**config.mk**
```make
export PLATFORM = sky130hd
export DESIGN_NAME = bcd_scan_decoder_flat
export DESIGN_NICKNAME = d
export VERILOG_FILES = /design/src/rtl/bcd_scan_decoder_pkg.sv /design/src/rtl/bcd_scan_decoder_if.sv /design/src/rtl/bcd_scan_decoder_onehot.sv /design/src/rtl/bcd_scan_decoder.sv /design/src/flat_wrapper.sv
export SDC_FILE = /design/constraint.sdc
export NUM_CORES = 1
export LEC_CHECK = 0
export ABC_AREA = 0
export BUFFER_PORTS_ARGS = -buffer_cell sky130_fd_sc_hd__buf_2
export CAP_MARGIN = 5
export CELL_PAD_IN_SITES_DETAIL_PLACEMENT = 2
export CELL_PAD_IN_SITES_GLOBAL_PLACEMENT = 2
export CORE_AREA = 10 10 96 98
export DETAILED_ROUTE_END_ITERATION = 16
export DIE_AREA = 0 0 106 108
export PLACE_DENSITY = 0.81
export SYNTH_ARGS = -nofsm -noshare
export SYNTH_HDL_FRONTEND = slang
export SYNTH_SLANG_ARGS = --single-unit
```
**constraint.sdc**
```tcl
create_clock -name clk -period 2.95 [get_ports clk]
set_clock_uncertainty 0.05 [all_clocks]
set_input_delay 0.295 -clock clk [delete_from_list [all_inputs] [get_ports clk]]
set_output_delay 0.295 -clock clk [all_outputs]
set_load 0.05 [all_outputs]
```
**src/rtl/bcd_scan_decoder_pkg.sv**
```systemverilog
// Shared types and helpers for the multiplexed BCD-to-decimal display driver.
package bcd_pkg;

  localparam int DEC_W = 10;

  typedef enum logic {
    ST_BLANK = 1'b0,
    ST_ON    = 1'b1
  } state_e;

  function automatic logic bcd_valid(input logic [3:0] code);
    return (code <= 4'd9);
  endfunction

endpackage

```
**src/rtl/bcd_scan_decoder_if.sv**
```systemverilog
// Load handshake and display drive bundle between the BCD source, the scanner and the display board.
interface bcd_scan_decoder_if #(
  parameter int NDIG = 4
);
  import bcd_pkg::*;

  logic                  load_valid;
  logic                  load_ready;
  logic [4*NDIG-1:0]     bcd_in;
  logic [DEC_W-1:0]      dec_out;
  logic [NDIG-1:0]       dig_sel;
  logic [NDIG-1:0]       code_err;

  modport master (
    output load_valid, bcd_in,
    input  load_ready, dec_out, dig_sel, code_err
  );

  modport slave (
    input  load_valid, bcd_in,
    output load_ready, dec_out, dig_sel, code_err
  );

endinterface

```
**src/rtl/bcd_scan_decoder_onehot.sv**
```systemverilog
// Combinational BCD digit to 10-line one-hot numeral decoder; codes 10..15 give all lines dark.
module bcd_to_dec_onehot
  import bcd_pkg::*;
(
  input  logic [3:0]       i_bcd,
  output logic [DEC_W-1:0] o_dec
);

  generate
    for (genvar gi = 0; gi < DEC_W; gi++) begin : g_line
      assign o_dec[gi] = (i_bcd == 4'(gi));
    end
  endgenerate

endmodule

```
**src/rtl/bcd_scan_decoder.sv**
```systemverilog
// Time-multiplexed BCD display scanner with pending/active double buffering (tear-free frame updates).
// Optional leading-zero blanking is enabled by defining BCD_SCAN_LZB_EN.
module bcd_scan_decoder
  import bcd_pkg::*;
#(
  parameter int NDIG         = 4,
  parameter int SCAN_DIV     = 1000,
  parameter int BLANK_CYCLES = 2
) (
  input  logic              clk,
  input  logic              rst_n,
  bcd_scan_decoder_if.slave bus
);

  localparam int CNT_MAX = (SCAN_DIV > BLANK_CYCLES) ? SCAN_DIV : BLANK_CYCLES;
  localparam int CNT_W   = (CNT_MAX > 1) ? $clog2(CNT_MAX) : 1;
  localparam int IDX_W   = (NDIG > 1) ? $clog2(NDIG) : 1;

  localparam logic [CNT_W-1:0] SCAN_LAST  = CNT_W'(SCAN_DIV - 1);
  localparam logic [CNT_W-1:0] BLANK_LAST = CNT_W'(BLANK_CYCLES - 1);
  localparam logic [IDX_W-1:0] IDX_LAST   = IDX_W'(NDIG - 1);

  state_e                r_state;
  logic [CNT_W-1:0]      r_cnt;
  logic [IDX_W-1:0]      r_idx;
  logic [4*NDIG-1:0]     r_pend;
  logic                  r_pend_full;
  logic [4*NDIG-1:0]     r_active;
  logic [DEC_W-1:0]      r_dec;
  logic [NDIG-1:0]       r_sel;
  logic [NDIG-1:0]       r_err;

  state_e                w_state_nx;
  logic [CNT_W-1:0]      w_cnt_nx;
  logic [IDX_W-1:0]      w_idx_nx;
  logic                  w_frame_start;
  logic                  w_swap;
  logic                  w_accept;
  logic [4*NDIG-1:0]     w_active_nx;
  logic [3:0]            w_digit [NDIG];
  logic [NDIG-1:0]       w_err_nx;
  logic [NDIG-1:0]       w_sel_nx;
  logic [3:0]            w_dig_nx;
  logic [DEC_W-1:0]      w_onehot;
  logic                  w_dark;

  always_comb begin
    w_state_nx = r_state;
    w_cnt_nx   = r_cnt + 1'b1;
    w_idx_nx   = r_idx;
    case (r_state)
      ST_BLANK: begin
        if (r_cnt == BLANK_LAST) begin
          w_state_nx = ST_ON;
          w_cnt_nx   = '0;
        end
      end
      default: begin
        if (r_cnt == SCAN_LAST) begin
          w_state_nx = ST_BLANK;
          w_cnt_nx   = '0;
          w_idx_nx   = (r_idx == IDX_LAST) ? '0 : r_idx + 1'b1;
        end
      end
    endcase
  end

  // First cycle of a frame: the swap lands before digit 0 is lit, even with a single blank cycle.
  assign w_frame_start = (r_state == ST_BLANK) && (r_idx == '0) && (r_cnt == '0);
  assign w_swap        = w_frame_start && r_pend_full;
  assign w_accept      = bus.load_valid && !r_pend_full;
  assign w_active_nx   = w_swap ? r_pend : r_active;

  generate
    for (genvar gi = 0; gi < NDIG; gi++) begin : g_digit
      assign w_digit[gi]  = w_active_nx[4*gi +: 4];
      assign w_err_nx[gi] = ~bcd_valid(w_digit[gi]);
      assign w_sel_nx[gi] = (w_idx_nx == IDX_W'(gi));
    end
  endgenerate

  assign w_dig_nx = w_digit[w_idx_nx];

  bcd_to_dec_onehot u_onehot (
    .i_bcd (w_dig_nx),
    .o_dec (w_onehot)
  );

`ifdef BCD_SCAN_LZB_EN
  logic [NDIG-1:0] w_zero;
  logic [NDIG-1:0] w_lz;

  generate
    for (genvar gi = 0; gi < NDIG; gi++) begin : g_zero
      assign w_zero[gi] = (w_digit[gi] == 4'd0);
    end
  endgenerate

  // w_lz[i]: digit i and every more significant digit are zero.
  always_comb begin
    w_lz           = '0;
    w_lz[NDIG-1]   = w_zero[NDIG-1];
    for (int i = NDIG - 2; i >= 0; i--) begin
      w_lz[i] = w_zero[i] && w_lz[i+1];
    end
  end

  assign w_dark = w_lz[w_idx_nx] && (w_idx_nx != '0);
`else
  assign w_dark = 1'b0;
`endif

  always_ff @(posedge clk or negedge rst_n) begin
    if (!rst_n) begin
      r_state     <= ST_BLANK;
      r_cnt       <= '0;
      r_idx       <= '0;
      r_pend      <= '0;
      r_pend_full <= 1'b0;
      r_active    <= '0;
      r_dec       <= '0;
      r_sel       <= '0;
      r_err       <= '0;
    end else begin
      r_state  <= w_state_nx;
      r_cnt    <= w_cnt_nx;
      r_idx    <= w_idx_nx;
      r_active <= w_active_nx;
      r_err    <= w_err_nx;

      if (w_swap) begin
        r_pend_full <= 1'b0;
      end else if (w_accept) begin
        r_pend      <= bus.bcd_in;
        r_pend_full <= 1'b1;
      end

      if (w_state_nx == ST_ON) begin
        r_sel <= w_sel_nx;
        r_dec <= w_dark ? '0 : w_onehot;
      end else begin
        r_sel <= '0;
        r_dec <= '0;
      end
    end
  end

  assign bus.load_ready = ~r_pend_full;
  assign bus.dec_out    = r_dec;
  assign bus.dig_sel    = r_sel;
  assign bus.code_err   = r_err;

endmodule

```
**src/flat_wrapper.sv**
```systemverilog
// flat-port wrapper written by rule: the top's interface ports become plain ports
module bcd_scan_decoder_flat import bcd_pkg::*;
#(
  parameter int NDIG         = 4,
  parameter int SCAN_DIV     = 1000,
  parameter int BLANK_CYCLES = 2
)
  (clk, rst_n, bus_load_valid, bus_bcd_in, bus_load_ready, bus_dec_out, bus_dig_sel, bus_code_err);
  bcd_scan_decoder_if #(.NDIG(NDIG)) bus_i ();
  input  logic clk;
  input  logic rst_n;
  input wire logic [$bits(bus_i.load_valid)-1:0] bus_load_valid;
  input wire logic [$bits(bus_i.bcd_in)-1:0] bus_bcd_in;
  output wire logic [$bits(bus_i.load_ready)-1:0] bus_load_ready;
  output wire logic [$bits(bus_i.dec_out)-1:0] bus_dec_out;
  output wire logic [$bits(bus_i.dig_sel)-1:0] bus_dig_sel;
  output wire logic [$bits(bus_i.code_err)-1:0] bus_code_err;
  assign bus_i.load_valid = bus_load_valid;
  assign bus_i.bcd_in = bus_bcd_in;
  assign bus_load_ready = bus_i.load_ready;
  assign bus_dec_out = bus_i.dec_out;
  assign bus_dig_sel = bus_i.dig_sel;
  assign bus_code_err = bus_i.code_err;
  bcd_scan_decoder #(.NDIG(NDIG), .SCAN_DIV(SCAN_DIV), .BLANK_CYCLES(BLANK_CYCLES)) u_core (.clk(clk), .rst_n(rst_n), .bus(bus_i));
endmodule
```
==> results.json <==
{
  "outcome": "finished, final reports clean",
  "hold_viol": 0,
  "portBuffers": 37,
  "syn_avg_cell_area_um2": 13.38,
  "syn-instance-count": 207,
  "cp.arrival_ns": 2.91,
  "area_growth_pct": 20.78,
  "place.gp.congestion": 0.7966,
  "crit_path_cell_trace": "nor4_4 -> nand4_4 -> mux2i_1 -> mux2i_1 -> mux2_4 -> nor4b_1",
  "most-common-layout-cells": "dfrtp_1 (64), buf_2 (37), mux2_2 (23)",
  "cts-buffers-inserted": 9,
  "clk_latency_ns": 0.34,
  "antenna_found_initial": 0,
  "tightest_slew_ns": 0.7849,
  "ir_drop_uv": 317.4,
  "max_stage_delay_ns": 0.46,
  "grt-ovfl-total": 0,
  "async_reset_ff_share_pct": 100.0,
  "grt_pass1_wl_mm": 11.24,
  "post-route-min-period_ns": 2.746,
  "vias": 1749,
  "vias_per_cell": 4.831,
  "final_nets": 279,
  "required_ns": 3.12,
  "drv_cap": 0,
  "hpwl_mm": 4.710,
  "fin_ws_ns": 0.2042,
  "clockBufferDepth": 2,
  "p_leak_nw": 1.801,
  "syn_nets": 231,
  "rsz0062_at_grt": "false",
  "synthDistinctLibCells": 39,
  "coreArea_um2": 7447,
  "setup_viol": 0,
  "initial_core_util_pct": 37.20,
  "max_freq_mhz": 364.2,
  "slew_violations": 0,
  "pre_cts_slack_ns": 0.1514,
  "multiInputGateArea_um2": 1075,
  "wl_mm": 6.852,
  "grt_start_max_net_pins": 34,
  "first_pass_iters": 4,
  "ys_warn_count": 0,
  "synth_flop_cell": "dfrtp_1",
  "ant_nets": 0,
  "critPathLaunchType": "flip-flop",
  "path_clk_slew_ns": 0.07,
  "dieArea_um2": 11450,
  "post-cts-setup-buffers": 0,
  "fp.dieW_um": 106,
  "final_common_cell": "dfrtp_1",
  "finalCritPeriodShare_pct": 93.08,
  "slowest_stage": "dfrtp_1",
  "wl_per_cell_um": 18.93,
  "path_max_fanout": 17,
  "dieHeight_um": 108,
  "std_cell_rows": 32,
  "tritoncts": "done",
  "num_io_pins": 38,
  "drive_above_1_share_pct": 37.31,
  "crit_type": "reg -> reg",
  "grt.total_usage_pct": 12.57,
  "crit_top_cell": "mux2i_1",
  "root_buffer": "clkbuf_8",
  "register_area_um2": 1602,
  "diodes": 0,
  "nFillCells": 788,
  "synth_edf_count": 0,
  "syn_area_um2": 2770,
  "timing.setup.tns_ns": 0,
  "cts_sinks": 64,
  "synth_seq_cells": 64,
  "relSlewSlack_pct": 47.67,
  "htree_levels": 3,
  "yosysSeqAreaShare_pct": 57.81,
  "p_per_area_nw_per_um2": 540.7,
  "first_global_vias": 2063,
  "drt-initial-drc-count": 28,
  "crit_path_end_kind": "flip-flop",
  "drc": 0,
  "hold_path_class": "in -> reg"
}
## worst paths after layout
path / from / end / slack (ns) / depth (start not counted)
max: u_core.r_cnt[2] / u_core.bus.dec_out[7] / 0.20 / 6
min: bus_bcd_in[15] / u_core.r_pend[15] / 0.13 / 2
max reg2reg: u_core.r_cnt[2] / u_core.bus.dec_out[7] / 0.20 / 6
min reg2reg: u_core.r_active[0] / u_core.r_active[0] / 0.45 / 1
max in group asynchronous: rst_n / u_core.r_cnt[5] / 1.69 / 3
min in group asynchronous: rst_n / u_core.r_cnt[2] / 0.53 / 2
## synthesized netlist by cell type (2+ instances only)
cell     instances  share of area [%]
dfrtp_1         64                 58
mux2_2          23                9.3
mux2i_1         20                7.2
inv_1           19                2.6
nor2_1          13                1.8
a21oi_1          5               0.90
ha_1             5                2.3
and3_1           4               0.90
nand2_1          4               0.54
nand3_1          4               0.72
nand4_1          4               0.90
xnor2_1          4                1.3
xor2_1           4                1.3
nor4b_1          3               0.95
and2_1           2               0.45
buf_2            2               0.36
mux2_4           2                1.1
nor4_1           2               0.45
nor4_2           2               0.90
nor4b_2          2                1.1
## worst max-delay path: cells and delay by family, from the launching register on
family | cells | cell delay (ns)
flops | 1 | 0.46
simple gates | 3 | 1.16
mux | 3 | 0.95
## per-stage QoR
stage	instances	power (W)	hold WS [ns]	area [µm²]	utilization, %
after floorplan	207	0.0009578	-0.05059	2770	-
after global placement	345	0.0009967	0.3543	3109	41.75
after detailed placement	345	0.001002	0.3725	3109	41.75
after CTS	362	0.001836	0.1147	3332	44.74
after global routing	362	0.001880	0.1176	3346	44.93
final	362	0.001809	0.1321	3346	44.93
## logic make-up after synthesis
family,share of synthesized area (%)
buffers and inverters,3.884
XOR/XNOR,2.529
AO/OA/AOI/OAI,2.123
AND/OR/NAND/NOR,13.32
flip-flops,57.81
adder cells (fa/ha/maj),2.258
multiplexers,18.07
## report_power, final
part / switching (W) / internal (W)
sequential: 0.0000185 / 0.000906
clock: 0.000347 / 0.000477
combinational: 0.0000282 / 0.0000332
total: 0.000394 / 0.00142
## state kept, by name, summed over array words and instances (netlist names)
register / cells
u_core.r_active: 16
u_core.r_pend: 16
u_core.bus.dec_out: 10
u_core.r_cnt: 10
u_core.bus.code_err: 4
u_core.bus.dig_sel: 4
u_core.r_idx: 2
u_core.r_pend_full: 1
u_core.r_state: 1
## final cells by class
| type | instances | area share, % |
|---|---|---|
| Clock inverter | 5 | 2.431 |
| Timing Repair Buffer | 43 | 7.704 |
| Inverter | 19 | 2.132 |
| Clock buffer | 11 | 3.927 |
| Tap cell | 102 | 3.814 |
| Multi-Input combinational cell | 118 | 32.12 |
| Sequential cell | 64 | 47.87 |
## per-layer routing
layer  global-route usage [%]  wire length (µm)  vias to the layer above
met4                    4.062                73                        0
met5                        0                 0                        -
met3                    4.224               298                        7
met2                    21.91              3486                       31
met1                    14.27              2994                      899
li1                         -                 -                      812
## timing repair
item / CTS / global route
hold buffers: 1 / 0
endpoints found under the hold margin: 3 / 0
resized for setup: 0 / 4
setup endpoints to repair: 0 / 6
Power figures use the tool's default switching activity.
